## config.mk

```make
export PLATFORM = sky130hd
export DESIGN_NAME = io_periph_bank_flat
export DESIGN_NICKNAME = d
export VERILOG_FILES = /design/src/rtl/io_periph_pkg.sv /design/src/rtl/io_periph_bank_if.sv /design/src/rtl/io_periph_bank_sw_debounce.sv /design/src/rtl/io_periph_bank.sv /design/src/flat_wrapper.sv
export SDC_FILE = /design/constraint.sdc
export NUM_CORES = 1
export LEC_CHECK = 0
export BUFFER_PORTS_ARGS = -buffer_cell sky130_fd_sc_hd__buf_2
export CAP_MARGIN = 20
export CELL_PAD_IN_SITES_DETAIL_PLACEMENT = 1
export CELL_PAD_IN_SITES_GLOBAL_PLACEMENT = 1
export CORE_UTILIZATION = 42
export CTS_BUF_LIST = sky130_fd_sc_hd__clkbuf_8
export DETAILED_ROUTE_END_ITERATION = 16
export PLACE_DENSITY_LB_ADDON = 0.1
export SYNTH_ARGS = -nofsm -noshare
export SYNTH_HDL_FRONTEND = slang
export SYNTH_HIERARCHICAL = 1
export SYNTH_SLANG_ARGS = --single-unit
```

## constraint.sdc

```tcl
create_clock -name clk_i -period 2.52 [get_ports clk_i]
set_input_delay 0.252 -clock clk_i [delete_from_list [all_inputs] [get_ports clk_i]]
set_output_delay 0.252 -clock clk_i [all_outputs]
set_load 0.01 [all_outputs]
```

## src/rtl/io_periph_pkg.sv

```systemverilog
// Shared decode constants, select enum and byte-merge helper for the peripheral bank.
// Pure declarations; no clocked logic.
package io_periph_pkg;

  localparam logic [9:0] WIDX_LEDR = 10'h000;
  localparam logic [9:0] WIDX_LEDG = 10'h001;
  localparam logic [9:0] WIDX_LCD  = 10'h002;
  localparam logic [9:0] WIDX_HEX0 = 10'h004;
  localparam logic [9:0] WIDX_SW   = 10'h040;

  typedef enum logic [2:0] {
    SEL_LEDR,
    SEL_LEDG,
    SEL_LCD,
    SEL_HEX,
    SEL_SW,
    SEL_NONE
  } sel_e;

  // HEX digits occupy one word each from WIDX_HEX0; digits past num_hex fall through to SEL_NONE.
  function automatic sel_e addr_decode(input logic [9:0] widx, input int num_hex);
    if (widx == WIDX_LEDR)      return SEL_LEDR;
    else if (widx == WIDX_LEDG) return SEL_LEDG;
    else if (widx == WIDX_LCD)  return SEL_LCD;
    else if (widx == WIDX_SW)   return SEL_SW;
    else if ((widx >= WIDX_HEX0) && (int'(widx) < int'(WIDX_HEX0) + num_hex)) return SEL_HEX;
    else                        return SEL_NONE;
  endfunction

  function automatic logic [31:0] byte_merge(input logic [31:0] old_val,
                                             input logic [31:0] new_val,
                                             input logic [3:0]  bmask);
    logic [31:0] res;
    res = old_val;
    for (int b = 0; b < 4; b++) begin
      if (bmask[b]) res[8*b +: 8] = new_val[8*b +: 8];
    end
    return res;
  endfunction

endpackage

```

## src/rtl/io_periph_bank_if.sv

```systemverilog
// Core-side load/store bus into the peripheral bank.
// Single-cycle request pulse, ack one cycle later; no backpressure.
interface io_periph_bank_if;
  logic        req_i;
  logic        we_i;
  logic [11:0] addr_i;
  logic [31:0] wdata_i;
  logic [3:0]  bmask_i;
  logic [31:0] rdata_o;
  logic        ack_o;

  modport master (
    output req_i, we_i, addr_i, wdata_i, bmask_i,
    input  rdata_o, ack_o
  );

  modport slave (
    input  req_i, we_i, addr_i, wdata_i, bmask_i,
    output rdata_o, ack_o
  );
endinterface

```

## src/rtl/io_periph_bank_sw_debounce.sv

```systemverilog
// One switch bit: 2-FF synchroniser, plus stability counter when IO_DEBOUNCE_EN is defined.
// Latency 2 cycles (sync only) or 2 + DEB_CYCLES cycles (debounced); no backpressure.
module sw_debounce #(
  parameter int DEB_CYCLES = 50000
) (
  input  logic clk_i,
  input  logic rst_ni,
  input  logic sw_i,
  output logic sw_o
);

  logic meta_q, meta_d;
  logic sync_q, sync_d;

  always_comb begin
    meta_d = sw_i;
    sync_d = meta_q;
  end

  always_ff @(posedge clk_i or negedge rst_ni) begin
    if (!rst_ni) begin
      meta_q <= 1'b0;
      sync_q <= 1'b0;
    end else begin
      meta_q <= meta_d;
      sync_q <= sync_d;
    end
  end

`ifdef IO_DEBOUNCE_EN
  localparam int CNT_W = $clog2(DEB_CYCLES);

  logic [CNT_W-1:0] cnt_q, cnt_d;
  logic             stable_q, stable_d;

  // Any cycle where the synced bit agrees with the stable value restarts the window.
  always_comb begin
    cnt_d    = '0;
    stable_d = stable_q;
    if (sync_q != stable_q) begin
      if (cnt_q == CNT_W'(DEB_CYCLES - 1)) stable_d = sync_q;
      else                                 cnt_d    = cnt_q + CNT_W'(1);
    end
  end

  always_ff @(posedge clk_i or negedge rst_ni) begin
    if (!rst_ni) begin
      cnt_q    <= '0;
      stable_q <= 1'b0;
    end else begin
      cnt_q    <= cnt_d;
      stable_q <= stable_d;
    end
  end

  assign sw_o = stable_q;
`else
  assign sw_o = sync_q;
`endif

endmodule

```

## src/rtl/io_periph_bank.sv

```systemverilog
// Memory-mapped LEDR/LEDG/LCD/HEX output registers and switch input; optional debounce via IO_DEBOUNCE_EN.
// Latency: stores take effect on the request edge, loads/acks one cycle later; no backpressure.
module io_periph_bank
  import io_periph_pkg::*;
#(
  parameter int NUM_HEX    = 8,
  parameter int SW_W       = 17,
  parameter int LEDR_W     = 17,
  parameter int LEDG_W     = 8,
  parameter int DEB_CYCLES = 50000
) (
  input  logic                 clk_i,
  input  logic                 rst_ni,
  io_periph_bank_if.slave      bus,
  input  logic [SW_W-1:0]      io_sw_i,
  output logic [LEDR_W-1:0]    io_ledr_o,
  output logic [LEDG_W-1:0]    io_ledg_o,
  output logic [31:0]          io_lcd_o,
  output logic [NUM_HEX*7-1:0] io_hex_o
);

  localparam int HIDX_W = (NUM_HEX > 1) ? $clog2(NUM_HEX) : 1;

  logic [LEDR_W-1:0] ledr_q, ledr_d;
  logic [LEDG_W-1:0] ledg_q, ledg_d;
  logic [31:0]       lcd_q, lcd_d;
  logic [6:0]        hex_q [NUM_HEX];
  logic [6:0]        hex_d [NUM_HEX];
  logic [31:0]       rdata_q, rdata_d;
  logic              ack_q, ack_d;

  logic [9:0]        widx;
  logic [HIDX_W-1:0] hidx;
  sel_e              sel;
  logic [SW_W-1:0]   sw_val;
  logic              unused_addr;

  assign widx        = bus.addr_i[11:2];
  assign hidx        = HIDX_W'(widx - WIDX_HEX0);
  assign sel         = addr_decode(widx, NUM_HEX);
  assign unused_addr = ^bus.addr_i[1:0];

  for (genvar i = 0; i < SW_W; i++) begin : g_sw
    sw_debounce #(.DEB_CYCLES(DEB_CYCLES)) u_sw_debounce (
      .clk_i (clk_i),
      .rst_ni(rst_ni),
      .sw_i  (io_sw_i[i]),
      .sw_o  (sw_val[i])
    );
  end

  always_comb begin
    ledr_d  = ledr_q;
    ledg_d  = ledg_q;
    lcd_d   = lcd_q;
    hex_d   = hex_q;
    rdata_d = rdata_q;
    ack_d   = bus.req_i;

    // Registers narrower than 32 bits are merged zero-extended and truncated back.
    if (bus.req_i && bus.we_i) begin
      case (sel)
        SEL_LEDR: ledr_d = LEDR_W'(byte_merge(32'(ledr_q), bus.wdata_i, bus.bmask_i));
        SEL_LEDG: ledg_d = LEDG_W'(byte_merge(32'(ledg_q), bus.wdata_i, bus.bmask_i));
        SEL_LCD:  lcd_d  = byte_merge(lcd_q, bus.wdata_i, bus.bmask_i);
        SEL_HEX:  hex_d[hidx] = 7'(byte_merge(32'(hex_q[hidx]), bus.wdata_i, bus.bmask_i));
        default:  ;
      endcase
    end

    if (bus.req_i && !bus.we_i) begin
      case (sel)
        SEL_LEDR: rdata_d = 32'(ledr_q);
        SEL_LEDG: rdata_d = 32'(ledg_q);
        SEL_LCD:  rdata_d = lcd_q;
        SEL_HEX:  rdata_d = 32'(hex_q[hidx]);
        SEL_SW:   rdata_d = 32'(sw_val);
        default:  rdata_d = '0;
      endcase
    end
  end

  always_ff @(posedge clk_i or negedge rst_ni) begin
    if (!rst_ni) begin
      ledr_q  <= '0;
      ledg_q  <= '0;
      lcd_q   <= '0;
      rdata_q <= '0;
      ack_q   <= 1'b0;
      for (int k = 0; k < NUM_HEX; k++) hex_q[k] <= '0;
    end else begin
      ledr_q  <= ledr_d;
      ledg_q  <= ledg_d;
      lcd_q   <= lcd_d;
      rdata_q <= rdata_d;
      ack_q   <= ack_d;
      hex_q   <= hex_d;
    end
  end

  for (genvar k = 0; k < NUM_HEX; k++) begin : g_hex
    assign io_hex_o[7*k +: 7] = hex_q[k];
  end

  assign io_ledr_o   = ledr_q;
  assign io_ledg_o   = ledg_q;
  assign io_lcd_o    = lcd_q;
  assign bus.rdata_o = rdata_q;
  assign bus.ack_o   = ack_q;

endmodule

```

## src/flat_wrapper.sv

```systemverilog
// flat-port wrapper written by rule: the top's interface ports become plain ports
module io_periph_bank_flat import io_periph_pkg::*;
#(
  parameter int NUM_HEX    = 8,
  parameter int SW_W       = 17,
  parameter int LEDR_W     = 17,
  parameter int LEDG_W     = 8,
  parameter int DEB_CYCLES = 50000
)
  (clk_i, rst_ni, io_sw_i, io_ledr_o, io_ledg_o, io_lcd_o, io_hex_o, bus_req_i, bus_we_i, bus_addr_i, bus_wdata_i, bus_bmask_i, bus_rdata_o, bus_ack_o);
  io_periph_bank_if bus_i ();
  input  logic clk_i;
  input  logic rst_ni;
  input  logic [SW_W-1:0] io_sw_i;
  output logic [LEDR_W-1:0] io_ledr_o;
  output logic [LEDG_W-1:0] io_ledg_o;
  output logic [31:0] io_lcd_o;
  output logic [NUM_HEX*7-1:0] io_hex_o;
  input wire logic [$bits(bus_i.req_i)-1:0] bus_req_i;
  input wire logic [$bits(bus_i.we_i)-1:0] bus_we_i;
  input wire logic [$bits(bus_i.addr_i)-1:0] bus_addr_i;
  input wire logic [$bits(bus_i.wdata_i)-1:0] bus_wdata_i;
  input wire logic [$bits(bus_i.bmask_i)-1:0] bus_bmask_i;
  output wire logic [$bits(bus_i.rdata_o)-1:0] bus_rdata_o;
  output wire logic [$bits(bus_i.ack_o)-1:0] bus_ack_o;
  assign bus_i.req_i = bus_req_i;
  assign bus_i.we_i = bus_we_i;
  assign bus_i.addr_i = bus_addr_i;
  assign bus_i.wdata_i = bus_wdata_i;
  assign bus_i.bmask_i = bus_bmask_i;
  assign bus_rdata_o = bus_i.rdata_o;
  assign bus_ack_o = bus_i.ack_o;
  io_periph_bank #(.NUM_HEX(NUM_HEX), .SW_W(SW_W), .LEDR_W(LEDR_W), .LEDG_W(LEDG_W), .DEB_CYCLES(DEB_CYCLES)) u_core (.clk_i(clk_i), .rst_ni(rst_ni), .bus(bus_i), .io_sw_i(io_sw_i), .io_ledr_o(io_ledr_o), .io_ledg_o(io_ledg_o), .io_lcd_o(io_lcd_o), .io_hex_o(io_hex_o));
endmodule
```

==> results of run 1 <==
[worst min path at each step]
| stage | startpoint | end | cells after the start |
|---|---|---|---|
| 2_1_floorplan | rst_ni | u_core/bus.ack_o | 0 |
| 3_3_place_gp | rst_ni | u_core/io_hex_o[5] | 1 |
| 3_5_place_dp | rst_ni | u_core/io_hex_o[5] | 1 |
| 4_1_cts | bus_wdata_i[28] | u_core/io_lcd_o[28] | 2 |
| 5_1_grt | bus_wdata_i[17] | u_core/io_lcd_o[17] | 2 |
| 6_report | bus_wdata_i[17] | u_core/io_lcd_o[17] | 2 |
[synthesized netlist by cell type (3+ instances only)]
cell type	number
a21oi_1	7
a2bb2oi_1	15
a32oi_1	8
and4_1	4
buf_2	9
buf_4	4
clkbuf_1	22
dfrtp_1	180
inv_1	5
mux2_2	68
mux2i_1	24
nand2_1	108
nand2b_1	7
nand3_1	16
nand4_1	7
nand4b_1	3
nor2_1	15
nor2b_1	5
nor3_1	6
o21ai_0	55
o21ai_1	31
o21ai_2	8
o31ai_1	3
or2_2	4
[logic make-up after synthesis]
group,Yosys count
simple gates,194
mux,95
flops,180
buf+inv,43
compound gates,147
[final cells by class]
cell class	count	area, sq um	area share (%)
Antenna cell	2	5.00	0.0514
Clock buffer	17	234	2.40
Clock inverter	15	165	1.70
Inverter	6	22.5	0.231
Multi-Input combinational cell	436	2940	30.2
Sequential cell	180	4500	46.2
Tap cell	225	282	2.89
Timing Repair Buffer	268	1580	16.3
[state kept, by name (all words and copies together) (netlist names)]
register	count
u_core/io_hex_o	56
u_core/bus.rdata_o	32
u_core/io_lcd_o	32
u_core/g_sw.u_sw_debounce/meta_q	17
u_core/g_sw.u_sw_debounce/sw_o	17
u_core/io_ledr_o	17
u_core/io_ledg_o	8
u_core/bus.ack_o	1
[worst reg2reg max path: cells and delay by family (launching register included)]
kind / cells / cell delay, ns
muxes: 2 / 0.78
and+or+nand+nor: 1 / 0.55
DFF: 1 / 0.42
AOI/OAI and AO/OA: 2 / 0.30
[power groups by stage]
stage	sequential (W)	clock, W	combinational (W)
5_1_grt	0.00295	0.00214	0.000409
3_3_place_gp	0.00300	0	0.000332
6_report	0.00294	0.00198	0.000374
2_1_floorplan	0.00300	0	0.000140
3_5_place_dp	0.00300	0	0.000345
4_1_cts	0.00294	0.00204	0.000377
[metrics by stage]
stage / utilization, % / setup slack (ns)
final: 55.5 / 0.352
after global routing: 55.5 / 0.301
after CTS: 55.5 / 0.335
after detailed placement: 51.8 / 0.173
after global placement: 51.8 / 0.265
after floorplan: - / 0.479
[repair_timing]
| action | 4_1_cts | 5_1_grt |
|---|---|---|
| gates resized for setup | 0 | 0 |
| endpoints found under the hold margin | 83 | 0 |
| hold buffers | 24 | 0 |
[layer usage]
metal	vias to the layer above	global-route usage [%]	share of wire [%]
li1	2853	-	-
met1	3150	35.3	42
met2	203	44.0	49
met3	41	5.59	6.1
met4	2	9.22	2.2
met5	-	0	0.045
==> impl_table.tex, run 1 <==
\begin{tabular}{lr}
\hline
Metric & Value \\
\hline
\multicolumn{2}{l}{\textbf{Routing}} \\
\quad First-pass iteration count of the detailed router & 4 \\
\quad Total via count after detailed routing & 6249 \\
\quad Iteration-0 DRC count of the detailed router & 301 \\
\quad Routed via count divided by cell count & 5.44 \\
\quad Remaining routing DRC violations & 0 \\
\quad Post-detailed-route wirelength per cell & 21.1 um \\
\quad Detailed Route WL & 24200 um \\
\quad Number of nets still failing antenna checks after routing & 0 \\
\multicolumn{2}{l}{\textbf{Global route}} \\
\quad Total congestion overflow & 0 \\
\quad Number of antenna violations at the first check in global routing & 2 \\
\quad Global-route wire length before repair & 37400 um \\
\quad Via count of the first global-routing pass & 6667 \\
\quad Maximum number of pins on one net before global-route repair & 63 \\
\quad Gr usage total & 26.8\% \\
\multicolumn{2}{l}{\textbf{Placement}} \\
\quad Weighted congestion at the end of routability-driven global placement & 0.816 \\
\quad Post-detail-place hpwl & 17900 um \\
\quad Number of port buffers & 212 \\
\quad Cell area after placement & 9090 sq um \\
\quad Number of cells after detailed placement & 1090 \\
\multicolumn{2}{l}{\textbf{Critical path}} \\
\quad Cell-by-cell trace of the critical path & mux2\_4 > mux4\_2 > or4\_4 > o21ai\_4 > o21ai\_2 \\
\quad Slack of the worst reg-to-reg path & 0.35 ns \\
\quad Path type of the worst setup path & flop to flop \\
\quad Peak fanout along the critical path & 8 \\
\quad Type of origin of the critical path & flop \\
\quad R2r worst-path depth & 5 \\
\quad R2r startpoint & u\_core/io\_hex\_o[17] \\
\quad Data required time at the worst endpoint & 2.87 ns \\
\quad Critical path destination & u\_core/io\_hex\_o[17] \\
\quad Start point of the critical path & u\_core/io\_hex\_o[17] \\
\quad Nature of the critical path endpoint & flop \\
\quad Critical path's largest stage delay & 0.55 ns \\
\quad Sum of buffers and inverters on the critical path & 0 \\
\quad Path length in cells of the critical path & 5 \\
\quad Master of the slowest instance on the critical path & or4\_4 \\
\quad Capturing point of the worst reg2reg path & u\_core/io\_hex\_o[17] \\
\quad Family with the most delay on the worst path & multiplexers \\
\quad Critical path data arrival time & 2.52 ns \\
\multicolumn{2}{l}{\textbf{STA}} \\
\quad Final setup skew & 0.0140 ns \\
\quad Fin crit share & 86.0\% \\
\quad Setup repair after global routing missed its margin & no \\
\quad Final setup TNS & 0 ns \\
\quad Setup Viol. Count Final & 0 \\
\quad Worst-case hold slack & 0.0259 ns \\
\quad F\_max & 0.461 GHz \\
\quad Final Critical Period & 2.17 ns \\
\quad Max\_slew headroom & 53.0\% \\
\quad Final number of hold-violating endpoints & 0 \\
\quad Final max-slew violation count & 0 \\
\quad Slew at the pin closest to its max-slew limit & 0.699 ns \\
\multicolumn{2}{l}{\textbf{Pwr}} \\
\quad Clk network pwr share & 37.4\% \\
\quad Proportion of total power due to net switching & 26.5\% \\
\quad Cell Pwr Density & 544 nW/um\^{}2 \\
\quad Design Power & 0.00530 W \\
\quad Sequential share of power & 55.6\% \\
\quad Internal power & 0.00389 W \\
\quad Total net switching power & 0.00141 W \\
\quad Worst voltage drop across the vdd grid & 338 uV \\
\quad Static leakage & 4.99 nW \\
\quad Share of total power in combinational logic & 7.1\% \\
\multicolumn{2}{l}{\textbf{Clock tree}} \\
\quad Sink count of the clock tree & 180 \\
\quad TritonCTS clock tree & done \\
\quad Register clock-pin slew on the reported worst setup and hold paths & 0.10 ns \\
\quad TritonCTS buffer count & 17 \\
\quad CTS Root Buffer Type & clkbuf\_8 \\
\quad Clk\_lat worst skew & 0.47 ns \\
\quad Number of buffers between clock root and the deepest sink & 2 \\
\quad CTS H-tree lvls & 4 \\
\quad Setup Fix Bufs, Post-CTS & 0 \\
\multicolumn{2}{l}{\textbf{Final layout}} \\
\quad Cell area after layout & 9740 sq um \\
\quad Number of fill cells & 1957 \\
\quad Share of post-route cells with drive strength above 1 & 40.0\% \\
\quad Commonest non-fill, non-tap cell in the layout & buf\_2 \\
\quad Area growth from synthesis to layout & 27.7\% \\
\quad Commonest cells after routing, fill and taps aside & buf\_2, dfrtp\_1, nand2\_1, mux2\_2, o21ai\_0 \\
\quad Nets & 978 \\
\quad Final Non-Filler Cells & 1149 \\
\multicolumn{2}{l}{\textbf{Logic synthesis}} \\
\quad Area share of xor/xnor cells in the synthesized design & 0\% \\
\quad Cell count after synthesis & 659 \\
\quad Main combinational cell family by area after synthesis & multiplexers \\
\quad Synthesized flop and latch total & 180 \\
\quad Cell taking the most area after synthesis & dfrtp\_1 \\
\quad Share of the synthesized area in the top cell type & 59.0\% \\
\quad Area of the mapped netlist & 7630 sq um \\
\quad Post-synth EDFFs & 0 \\
\quad Compound-gate portion of the synthesized area & 12.2\% \\
\quad Most area-consuming cells after synthesis & dfrtp\_1, mux2\_2, nand2\_1, o21ai\_0, mux2i\_1 \\
\quad Synth warnings & 6 \\
\quad Count of unique library cells instantiated by Yosys & 57 \\
\quad Synthesized netlist net count & 728 \\
\quad Top FF cell, synth & dfrtp\_1 \\
\quad Adder-cell share of the synthesized area & 0\% \\
\quad Register area share after synthesis & 59.0\% \\
\quad Fraction of synthesized area in multiplexers & 14.0\% \\
\quad Simple-Gate Fraction of Synth Area & 12.3\% \\
\quad Average size of a mapped cell & 11.6 sq um \\
\quad Ys async rst share & 100\% \\
\multicolumn{2}{l}{\textbf{Job}} \\
\quad MaxCap Viol Count & 0 \\
\multicolumn{2}{l}{\textbf{Floorplanning}} \\
\quad Die span in x & 137 um \\
\quad Placeable core region & 17500 sq um \\
\quad Vert. Die Dim & 137 um \\
\quad Total die area & 18700 sq um \\
\quad Initial core utilization & 43.5\% \\
\quad Number of standard-cell rows in the floorplan & 48 \\
\quad Number of primary I/O pins & 215 \\
\multicolumn{2}{l}{\textbf{Min path}} \\
\quad Hold/Removal Path Class & input pin to flop \\
\multicolumn{2}{l}{\textbf{Status}} \\
\quad Status & finished clean \\
\hline
\end{tabular}
Power figures use the tool's default switching activity.
==> run 2, diff against run 1 <==
--- a/config.mk
+++ b/config.mk
@@ -6,7 +6,7 @@
 export NUM_CORES = 1
 export LEC_CHECK = 0
 export BUFFER_PORTS_ARGS = -buffer_cell sky130_fd_sc_hd__buf_2
-export CAP_MARGIN = 20
+export CAP_MARGIN = 15
 export CELL_PAD_IN_SITES_DETAIL_PLACEMENT = 1
 export CELL_PAD_IN_SITES_GLOBAL_PLACEMENT = 1
 export CORE_UTILIZATION = 42
==> constraint.sdc (replaced) <==
create_clock -name clk_i -period 2.52 [get_ports clk_i]
set_input_delay 0.378 -clock clk_i [delete_from_list [all_inputs] [get_ports clk_i]]
set_output_delay 0.378 -clock clk_i [all_outputs]
set_load 0.01 [all_outputs]
==> run 2 against run 1 <==
Net effect: via count decreased by 0.54%; fmax grew 1.7%; utilization fell by 0.21 points; die area is the same; total power is 1.0% lower; highest routed layer unchanged.
==> impl_table.tex, run 2 (same netlist as run 1, synthesis figures left out) <==
\begin{tabular}{lr}
\hline
Metric & Value \\
\hline
\multicolumn{2}{l}{\textbf{Critical path}} \\
\quad Type of origin of the critical path & flop \\
\quad R2r startpoint & u\_core/io\_hex\_o[17] \\
\quad Data required time at the worst endpoint & 2.87 ns (about the same) \\
\quad Sum of buffers and inverters on the critical path & 0 (unchanged) \\
\quad Critical path's largest stage delay & 0.55 ns (about the same) \\
\quad Path type of the worst setup path & flop to flop \\
\quad R2r worst-path depth & 5 (unchanged) \\
\quad Start point of the critical path & u\_core/io\_hex\_o[17] \\
\quad Critical path destination & u\_core/io\_hex\_o[17] \\
\quad Family with the most delay on the worst path & multiplexers \\
\quad Slack of the worst reg-to-reg path & 0.39 ns (+0.04 ns) \\
\quad Critical path data arrival time & 2.48 ns (-0.04 ns) \\
\quad Capturing point of the worst reg2reg path & u\_core/io\_hex\_o[17] \\
\quad Peak fanout along the critical path & 8 (unchanged) \\
\quad Nature of the critical path endpoint & flop \\
\quad Cell-by-cell trace of the critical path & mux2\_4 > mux4\_2 > or4\_4 > o21ai\_4 > o21ai\_2 \\
\quad Path length in cells of the critical path & 5 (unchanged) \\
\quad Master of the slowest instance on the critical path & or4\_4 \\
\multicolumn{2}{l}{\textbf{Floorplanning}} \\
\quad Number of primary I/O pins & 215 (unchanged) \\
\quad Placeable core region & 17500 sq um (unchanged) \\
\quad Total die area & 18700 sq um (unchanged) \\
\quad Vert. Die Dim & 137 um (unchanged) \\
\quad Die span in x & 137 um (unchanged) \\
\quad Initial core utilization & 43.5\% (unchanged) \\
\quad Number of standard-cell rows in the floorplan & 48 (unchanged) \\
\multicolumn{2}{l}{\textbf{Final layout}} \\
\quad Commonest cells after routing, fill and taps aside & buf\_2, dfrtp\_1, nand2\_1, mux2\_2, o21ai\_0 \\
\quad Share of post-route cells with drive strength above 1 & 40.9\% (+0.89 points) \\
\quad Nets & 975 (-0.31\%) \\
\quad Area growth from synthesis to layout & 27.2\% \\
\quad Commonest non-fill, non-tap cell in the layout & buf\_2 \\
\quad Number of flip-flops in the largest register & 56 (unchanged) \\
\multicolumn{2}{l}{\textbf{Pwr}} \\
\quad Internal power & 0.00380 W (-2.2\%) \\
\quad Worst voltage drop across the vdd grid & 402 uV (+19\%) \\
\quad Static leakage & 4.98 nW (-0.23\%) \\
\quad Cell Pwr Density & 540 nW/um\^{}2 (-0.64\%) \\
\quad Design Power & 0.00524 W (-1.0\%) \\
\quad Share of total power in combinational logic & 7.0\% (about the same) \\
\quad Sequential share of power & 56.1\% (+0.5 points) \\
\quad Total net switching power & 0.00144 W (+2.4\%) \\
\quad Clk network pwr share & 36.8\% (-0.6 points) \\
\quad Proportion of total power due to net switching & 27.5\% (+0.92 points) \\
\multicolumn{2}{l}{\textbf{Clock tree}} \\
\quad TritonCTS clock tree & done \\
\quad CTS Root Buffer Type & clkbuf\_8 \\
\quad Sink count of the clock tree & 180 (unchanged) \\
\quad Clk\_lat worst skew & 0.46 ns (about the same) \\
\quad Register clock-pin slew on the reported worst setup and hold paths & 0.11 ns (about the same) \\
\quad TritonCTS buffer count & 17 (unchanged) \\
\quad Setup Fix Bufs, Post-CTS & 0 (unchanged) \\
\quad CTS H-tree lvls & 4 (unchanged) \\
\quad Number of buffers between clock root and the deepest sink & 2 (unchanged) \\
\multicolumn{2}{l}{\textbf{Routing}} \\
\quad Remaining routing DRC violations & 0 (unchanged) \\
\quad Iteration-0 DRC count of the detailed router & 340 (+13\%) \\
\quad Total via count after detailed routing & 6215 (-0.54\%) \\
\quad Post-detailed-route wirelength per cell & 20.9 um (-0.74\%) \\
\quad Detailed Route WL & 24000 um (-0.91\%) \\
\quad Number of nets still failing antenna checks after routing & 0 (unchanged) \\
\quad Routed via count divided by cell count & 5.42 (-0.37\%) \\
\quad First-pass iteration count of the detailed router & 5 (+1) \\
\multicolumn{2}{l}{\textbf{STA}} \\
\quad Final critical-path setup slack & 0.388 ns (+0.0360 ns) \\
\quad Final setup TNS & 0 ns (unchanged) \\
\quad Fin crit share & 84.6\% (-1.4 points) \\
\quad Final number of hold-violating endpoints & 0 (unchanged) \\
\quad Slew at the pin closest to its max-slew limit & 0.661 ns (-0.0381 ns) \\
\quad Setup repair after global routing missed its margin & no \\
\quad Setup Viol. Count Final & 0 (unchanged) \\
\quad Worst-case hold slack & 0.0251 ns (-0.000772 ns) \\
\quad Final setup skew & 0.0102 ns (-0.00376 ns) \\
\quad Final Critical Period & 2.13 ns (-0.0360 ns) \\
\quad Final max-slew violation count & 0 (unchanged) \\
\quad Max\_slew headroom & 55.6\% (+2.6 points) \\
\quad F\_max & 0.469 GHz (+1.7\%) \\
\multicolumn{2}{l}{\textbf{Global route}} \\
\quad Global-route wire length before repair & 36900 um (-1.3\%) \\
\quad Number of antenna violations at the first check in global routing & 4 (+2) \\
\quad Total congestion overflow & 0 (unchanged) \\
\quad Maximum number of pins on one net before global-route repair & 60 (-4.8\%) \\
\quad Via count of the first global-routing pass & 6485 (-2.7\%) \\
\quad Gr usage total & 26.6\% (-0.20 points) \\
\multicolumn{2}{l}{\textbf{Job}} \\
\quad MaxCap Viol Count & 0 (unchanged) \\
\multicolumn{2}{l}{\textbf{Status}} \\
\quad Status & finished clean \\
\multicolumn{2}{l}{\textbf{Min path}} \\
\quad Hold/Removal Path Class & input pin to flop \\
\quad Hold-critical path depth & 1 (-1) \\
\multicolumn{2}{l}{\textbf{Placement}} \\
\quad Post-detail-place hpwl & 17800 um (-0.58\%) \\
\quad Number of port buffers & 212 (unchanged) \\
\quad Worst slack after detailed placement & 0.154 ns (-0.0190 ns) \\
\quad Weighted congestion at the end of routability-driven global placement & 0.831 (+1.8\%) \\
\hline
\end{tabular}
run 2: changes by cell type in the layout (fill, tap and decap cells not counted), moves of 2 or more:
cell	before	now
buf_4	28	35
dlygate4sd3_1	24	14
inv_6	4	2
inv_8	3	5
run 2: per-stage QoR:
step,cell area (sq um),util [%],instances
after global placement,9160,52.2,1098
after global routing,9700,55.3,1147
after detailed placement,9160,52.2,1098
after CTS,9690,55.2,1143
after floorplan,7630,-,659
final,9700,55.3,1147
run 2: power groups by stage:
stage	logic, W	clock network, W	registers (W)
2_1_floorplan	0.000140	0	0.00300
3_3_place_gp	0.000338	0	0.00300
3_5_place_dp	0.000352	0	0.00300
4_1_cts	0.000370	0.00199	0.00294
5_1_grt	0.000403	0.00209	0.00295
6_report	0.000369	0.00193	0.00294
run 2: final cells by class:
class                      instances  area, sq um
multi-input combinational        436         2940
inverter                           6         22.5
fill                            1949         7830
clock inverter                    15          159
timing repair buffer             265         1550
clock buffer                      17          234
sequential                       180         4500
antenna                            3         7.51
tap                              225          282
run 2: worst min path at each step:
stage | from | to | slack, ns
after floorplan | rst_ni | u_core/bus.ack_o | 0.08
after global placement | u_core/g_sw[16].u_sw_debounce/meta_q | u_core/g_sw[16].u_sw_debounce/sw_o | 0.33
after detailed placement | u_core/g_sw[8].u_sw_debounce/meta_q | u_core/g_sw[8].u_sw_debounce/sw_o | 0.34
after CTS | io_sw_i[14] | u_core/g_sw[14].u_sw_debounce/meta_q | 0.002
after global routing | io_sw_i[5] | u_core/g_sw[5].u_sw_debounce/meta_q | 0.003
final | io_sw_i[5] | u_core/g_sw[5].u_sw_debounce/meta_q | 0.03
run 2: what timing repair did:
item / 4_1_cts / 5_1_grt
hold endpoints to repair: 55 / 1
hold buffers: 13 / 1
gates resized for setup: 0 / 0
run 2: layer usage:
| layer | vias to the layer above | wire, um | share of wire [%] | GRT usage, % |
|---|---|---|---|---|
| met5 | - | 8 | 0.033 | 0 |
| met4 | 2 | 446 | 1.9 | 8.67 |
| met3 | 26 | 1320 | 5.5 | 4.70 |
| met2 | 204 | 11900 | 50 | 44.4 |
| met1 | 3137 | 10300 | 43 | 35.1 |
| li1 | 2846 | - | - | - |
run 2: worst reg2reg max path: stages, from the launching register on:
cell,delay (ns)
dfrtp_1,0.41
mux2_4,0.27
mux4_2,0.50
or4_4,0.56
o21ai_4,0.18
o21ai_2,0.10
==> run 3, diff against run 2 <==
--- a/config.mk
+++ b/config.mk
@@ -5,11 +5,12 @@
 export SDC_FILE = /design/constraint.sdc
 export NUM_CORES = 1
 export LEC_CHECK = 0
+export ABC_AREA = 1
 export BUFFER_PORTS_ARGS = -buffer_cell sky130_fd_sc_hd__buf_2
 export CAP_MARGIN = 15
 export CELL_PAD_IN_SITES_DETAIL_PLACEMENT = 1
 export CELL_PAD_IN_SITES_GLOBAL_PLACEMENT = 1
-export CORE_UTILIZATION = 42
+export CORE_UTILIZATION = 36
 export CTS_BUF_LIST = sky130_fd_sc_hd__clkbuf_8
 export DETAILED_ROUTE_END_ITERATION = 16
 export PLACE_DENSITY_LB_ADDON = 0.1
==> constraint.sdc (replaced) <==
create_clock -name clk_i -period 1.95 [get_ports clk_i]
set_input_delay 0.2925 -clock clk_i [delete_from_list [all_inputs] [get_ports clk_i]]
set_output_delay 0.2925 -clock clk_i [all_outputs]
set_load 0.01 [all_outputs]
==> run 3 against run 2 <==
Net effect: utilization fell by 8.2 points; largest cell class unchanged; sequential cell count did not move; worst setup slack got worse by 0.11 ns; combinational power rose by 30%; clock skew barely moved; via count rose by 14%; cell count rose by 29%; hold slack improved by 0.038 ns; die area rose by 20%; total power rose by 30%; register-to-register slack got worse by 0.11 ns; largest power group unchanged; synthesized cell count rose by 42%.
==> impl_table.tex, run 3 <==
\begin{tabular}{lr}
\hline
Metric & Value \\
\hline
\multicolumn{2}{l}{\textbf{Pwr}} \\
\quad Cell Pwr Density & 681 nW/um\^{}2 (+26\%) \\
\quad Worst voltage drop across the vdd grid & 400 uV (-0.50\%) \\
\quad Sequential share of power & 55.8\% (-0.3 points) \\
\quad Internal power & 0.00492 W (+29\%) \\
\quad Clk network pwr share & 37.2\% (+0.4 points) \\
\quad Static leakage & 5.52 nW (+11\%) \\
\quad Share of total power in combinational logic & 7.0\% (about the same) \\
\quad Total net switching power & 0.00190 W (+32\%) \\
\quad Proportion of total power due to net switching & 27.9\% (+0.42 points) \\
\multicolumn{2}{l}{\textbf{STA}} \\
\quad F\_max & 0.597 GHz (+27\%) \\
\quad Final max-slew violation count & 0 (unchanged) \\
\quad Setup repair after global routing missed its margin & no \\
\quad Slew at the pin closest to its max-slew limit & 0.651 ns (-0.00980 ns) \\
\quad Final Critical Period & 1.68 ns (-0.456 ns) \\
\quad Final setup skew & 0.00980 ns (-0.000452 ns) \\
\quad Final number of hold-violating endpoints & 0 (unchanged) \\
\quad Final setup TNS & 0 ns (unchanged) \\
\quad Final critical-path setup slack & 0.274 ns (-0.114 ns) \\
\quad Max\_slew headroom & 56.3\% (+0.66 points) \\
\quad Fin crit share & 86.0\% (+1.3 points) \\
\quad Setup Viol. Count Final & 0 (unchanged) \\
\quad Worst-case hold slack & 0.0630 ns (+0.0379 ns) \\
\multicolumn{2}{l}{\textbf{Logic synthesis}} \\
\quad Average size of a mapped cell & 8.37 sq um (-28\%) \\
\quad Synth warnings & 6 (unchanged) \\
\quad Count of unique library cells instantiated by Yosys & 28 (-51\%) \\
\quad Cell count after synthesis & 937 (+42\%) \\
\quad Top FF cell, synth & dfrtp\_1 \\
\quad Cell taking the most area after synthesis & dfrtp\_1 \\
\quad Synthesized netlist net count & 1006 (+38\%) \\
\quad Most area-consuming cells after synthesis & dfrtp\_1, nand2\_1, o21ai\_0, nand3\_1, inv\_1 \\
\quad Area of the mapped netlist & 7840 sq um (+2.8\%) \\
\quad Post-synth EDFFs & 0 (unchanged) \\
\quad Most common cell in the synthesized netlist & nand2\_1 \\
\quad Share of the synthesized area in the top cell type & 57.4\% (-1.6 points) \\
\quad Register area share after synthesis & 57.4\% (-1.6 points) \\
\quad Cell types with the highest counts after synthesis & nand2\_1, dfrtp\_1, o21ai\_0, inv\_1, nand3\_1 \\
\quad Ys async rst share & 100\% (unchanged) \\
\quad Synthesized flop and latch total & 180 (unchanged) \\
\multicolumn{2}{l}{\textbf{Clock tree}} \\
\quad Register clock-pin slew on the reported worst setup and hold paths & 0.10 ns (about the same) \\
\quad Setup Fix Bufs, Post-CTS & 0 (unchanged) \\
\quad Sink count of the clock tree & 180 (unchanged) \\
\quad Clk\_lat worst skew & 0.46 ns (about the same) \\
\quad CTS H-tree lvls & 4 (unchanged) \\
\quad TritonCTS clock tree & done \\
\quad TritonCTS buffer count & 17 (unchanged) \\
\quad Number of buffers between clock root and the deepest sink & 2 (unchanged) \\
\quad CTS Root Buffer Type & clkbuf\_8 \\
\multicolumn{2}{l}{\textbf{Critical path}} \\
\quad Cell-by-cell trace of the critical path & nand2\_1 > nand2\_1 > nand2\_1 > nand2\_1 > nand2\_1 > nand2\_1 > o21ai\_1 > o21ai\_0 \\
\quad Family with the most delay on the worst path & compound AO/OA/AOI/OAI gates \\
\quad Sum of buffers and inverters on the critical path & 0 (unchanged) \\
\quad Nature of the critical path endpoint & flop \\
\quad Critical path's largest stage delay & 0.53 ns (-0.02 ns) \\
\quad Master of the slowest instance on the critical path & o21ai\_1 \\
\quad Type of origin of the critical path & flop \\
\quad Slack of the worst reg-to-reg path & 0.27 ns (-0.11 ns) \\
\quad Path type of the worst setup path & flop to flop \\
\quad R2r startpoint & u\_core/io\_hex\_o[21] \\
\quad Critical path data arrival time & 1.99 ns (-0.49 ns) \\
\quad Capturing point of the worst reg2reg path & u\_core/io\_hex\_o[49] \\
\quad Data required time at the worst endpoint & 2.26 ns (-0.61 ns) \\
\quad R2r worst-path depth & 8 (+3) \\
\quad Most numerous cell on the critical path & nand2\_1 \\
\quad Peak fanout along the critical path & 8 (unchanged) \\
\multicolumn{2}{l}{\textbf{Final layout}} \\
\quad Commonest non-fill, non-tap cell in the layout & nand2\_1 \\
\quad Commonest cells after routing, fill and taps aside & nand2\_1, buf\_2, dfrtp\_1, o21ai\_0, inv\_1 \\
\quad Number of flip-flops in the largest register & 56 (unchanged) \\
\quad Share of post-route cells with drive strength above 1 & 27.1\% (-14 points) \\
\quad Cell area after layout & 10000 sq um (+3.1\%) \\
\quad Utilization after layout & 47.2\% (-8.2 points) \\
\quad Area growth from synthesis to layout & 27.6\% \\
\quad Nets & 1261 (+29\%) \\
\multicolumn{2}{l}{\textbf{Routing}} \\
\quad Detailed Route WL & 24200 um (+1.1\%) \\
\quad Remaining routing DRC violations & 0 (unchanged) \\
\quad Post-detailed-route wirelength per cell & 16.4 um (-22\%) \\
\quad Number of nets still failing antenna checks after routing & 0 (unchanged) \\
\quad Iteration-0 DRC count of the detailed router & 308 (-9.4\%) \\
\quad First-pass iteration count of the detailed router & 4 (-1) \\
\quad Routed via count divided by cell count & 4.78 (-12\%) \\
\quad Total via count after detailed routing & 7089 (+14\%) \\
\multicolumn{2}{l}{\textbf{Floorplanning}} \\
\quad Number of primary I/O pins & 215 (unchanged) \\
\quad Vert. Die Dim & 150 um (+9.4\%) \\
\quad Initial core utilization & 37.0\% (-6.5 points) \\
\quad Total die area & 22400 sq um (+20\%) \\
\quad Number of standard-cell rows in the floorplan & 53 (+10\%) \\
\quad Die span in x & 150 um (+9.4\%) \\
\quad Placeable core region & 21200 sq um (+21\%) \\
\multicolumn{2}{l}{\textbf{Job}} \\
\quad MaxCap Viol Count & 0 (unchanged) \\
\multicolumn{2}{l}{\textbf{Min path}} \\
\quad Hold Path Sink & u\_core/io\_lcd\_o[18] \\
\quad Startpoint of the most critical hold path & bus\_wdata\_i[18] \\
\quad Hold/Removal Path Class & input pin to flop \\
\quad Hold-critical path depth & 3 (+2) \\
\multicolumn{2}{l}{\textbf{Placement}} \\
\quad Cell area after placement & 9410 sq um (+2.7\%) \\
\quad Number of port buffers & 212 (unchanged) \\
\quad Post-detail-place hpwl & 18000 um (+1.1\%) \\
\quad Worst slack after detailed placement & -0.0214 ns (-0.175 ns) \\
\quad Weighted congestion at the end of routability-driven global placement & 0.808 (-2.8\%) \\
\multicolumn{2}{l}{\textbf{Global route}} \\
\quad Via count of the first global-routing pass & 7232 (+12\%) \\
\quad Global-route wire length before repair & 38800 um (+5.1\%) \\
\quad Total congestion overflow & 0 (unchanged) \\
\quad Gr usage total & 22.7\% (-4.0 points) \\
\quad Maximum number of pins on one net before global-route repair & 83 (+38\%) \\
\quad Number of antenna violations at the first check in global routing & 3 (-1) \\
\multicolumn{2}{l}{\textbf{Status}} \\
\quad Status & finished clean \\
\hline
\end{tabular}
==> run 3: cell count changes in the layout (fill, tap and decap cells not counted), moves of 7 or more <==
cell | previous run | this run
a2bb2oi_1 | 15 | 0
nand3_1 | 16 | 43
inv_1 | 5 | 54
a32oi_1 | 8 | 0
o21ai_0 | 55 | 84
nor2_1 | 15 | 36
nand2_1 | 108 | 405
mux2i_1 | 24 | 0
inv_2 | 0 | 7
mux2_2 | 68 | 0
==> run 3: repair_timing <==
action | CTS | global route
hold endpoints to repair | 198 | 0
resized for setup | 0 | 0
hold buffers | 19 | 0
==> run 3: worst register-to-register path, delay by kind of cell, from the launching register on <==
family,cells,cell delay (ns)
AOI/OAI and AO/OA,2,0.70
DFF,1,0.41
and+or+nand+nor,6,0.41
==> run 3: kinds of logic (layout without fill, tap and decap cells) <==
logic type / count (synthesis) / after routing / share of synthesized area, %
AOI/OAI and AO/OA: 128 / 128 / 8.41
other: 0 / 2 / 0
buffers and inverters: 104 / 372 / 6.22
and+or+nand+nor: 525 / 525 / 27.9
DFF: 180 / 180 / 57.4
==> run 3: worst max path at each step <==
stage                                    from  slack (ns)             endpoint  cells past startpoint
after floorplan                 bus_addr_i[4]        0.40  u_core/io_hex_o[17]                     10
after global placement          bus_addr_i[2]        0.08   u_core/io_hex_o[0]                     11
after detailed placement       bus_addr_i[10]       -0.02  u_core/io_lcd_o[16]                     10
after CTS                  u_core/io_hex_o[0]        0.28  u_core/io_hex_o[49]                      8
after global routing       u_core/io_hex_o[0]        0.01  u_core/io_hex_o[49]                      8
final                     u_core/io_hex_o[21]        0.27  u_core/io_hex_o[49]                      8
==> run 3: area by class of cell <==
cell class	count	area, sq um
fillers	2662	11200
flip-flops and latches	180	4500
multi-input cells	653	2850
repair buffers	277	1670
well taps	275	344
inverters	63	239
clock buffers	17	234
clock inverters	15	166
diodes	2	5.00
==> run 3: routing by layer <==
layer | global-route usage [%] | part of all wire, % | vias to the layer above
li1 | - | - | 3476
met1 | 31.1 | 47 | 3432
met2 | 36.6 | 48 | 164
met3 | 4.54 | 4.5 | 13
met4 | 5.61 | 0.61 | 4
met5 | 0 | 0.091 | -
==> run 3: metrics by stage <==
stage / cells / power, W
3_5_place_dp: 1429 / 0.00434
3_3_place_gp: 1429 / 0.00433
6_report: 1482 / 0.00682
4_1_cts: 1480 / 0.00693
5_1_grt: 1481 / 0.00713
2_1_floorplan: 937 / 0.00405
==> run 3: power by group through the flow <==
stage / clock [W] / combinational [W] / sequential [W]
2_1_floorplan: 0 / 0.000172 / 0.00388
3_3_place_gp: 0 / 0.000452 / 0.00388
3_5_place_dp: 0 / 0.000457 / 0.00388
4_1_cts: 0.00264 / 0.000487 / 0.00381
5_1_grt: 0.00278 / 0.000534 / 0.00381
6_report: 0.00253 / 0.000479 / 0.00381
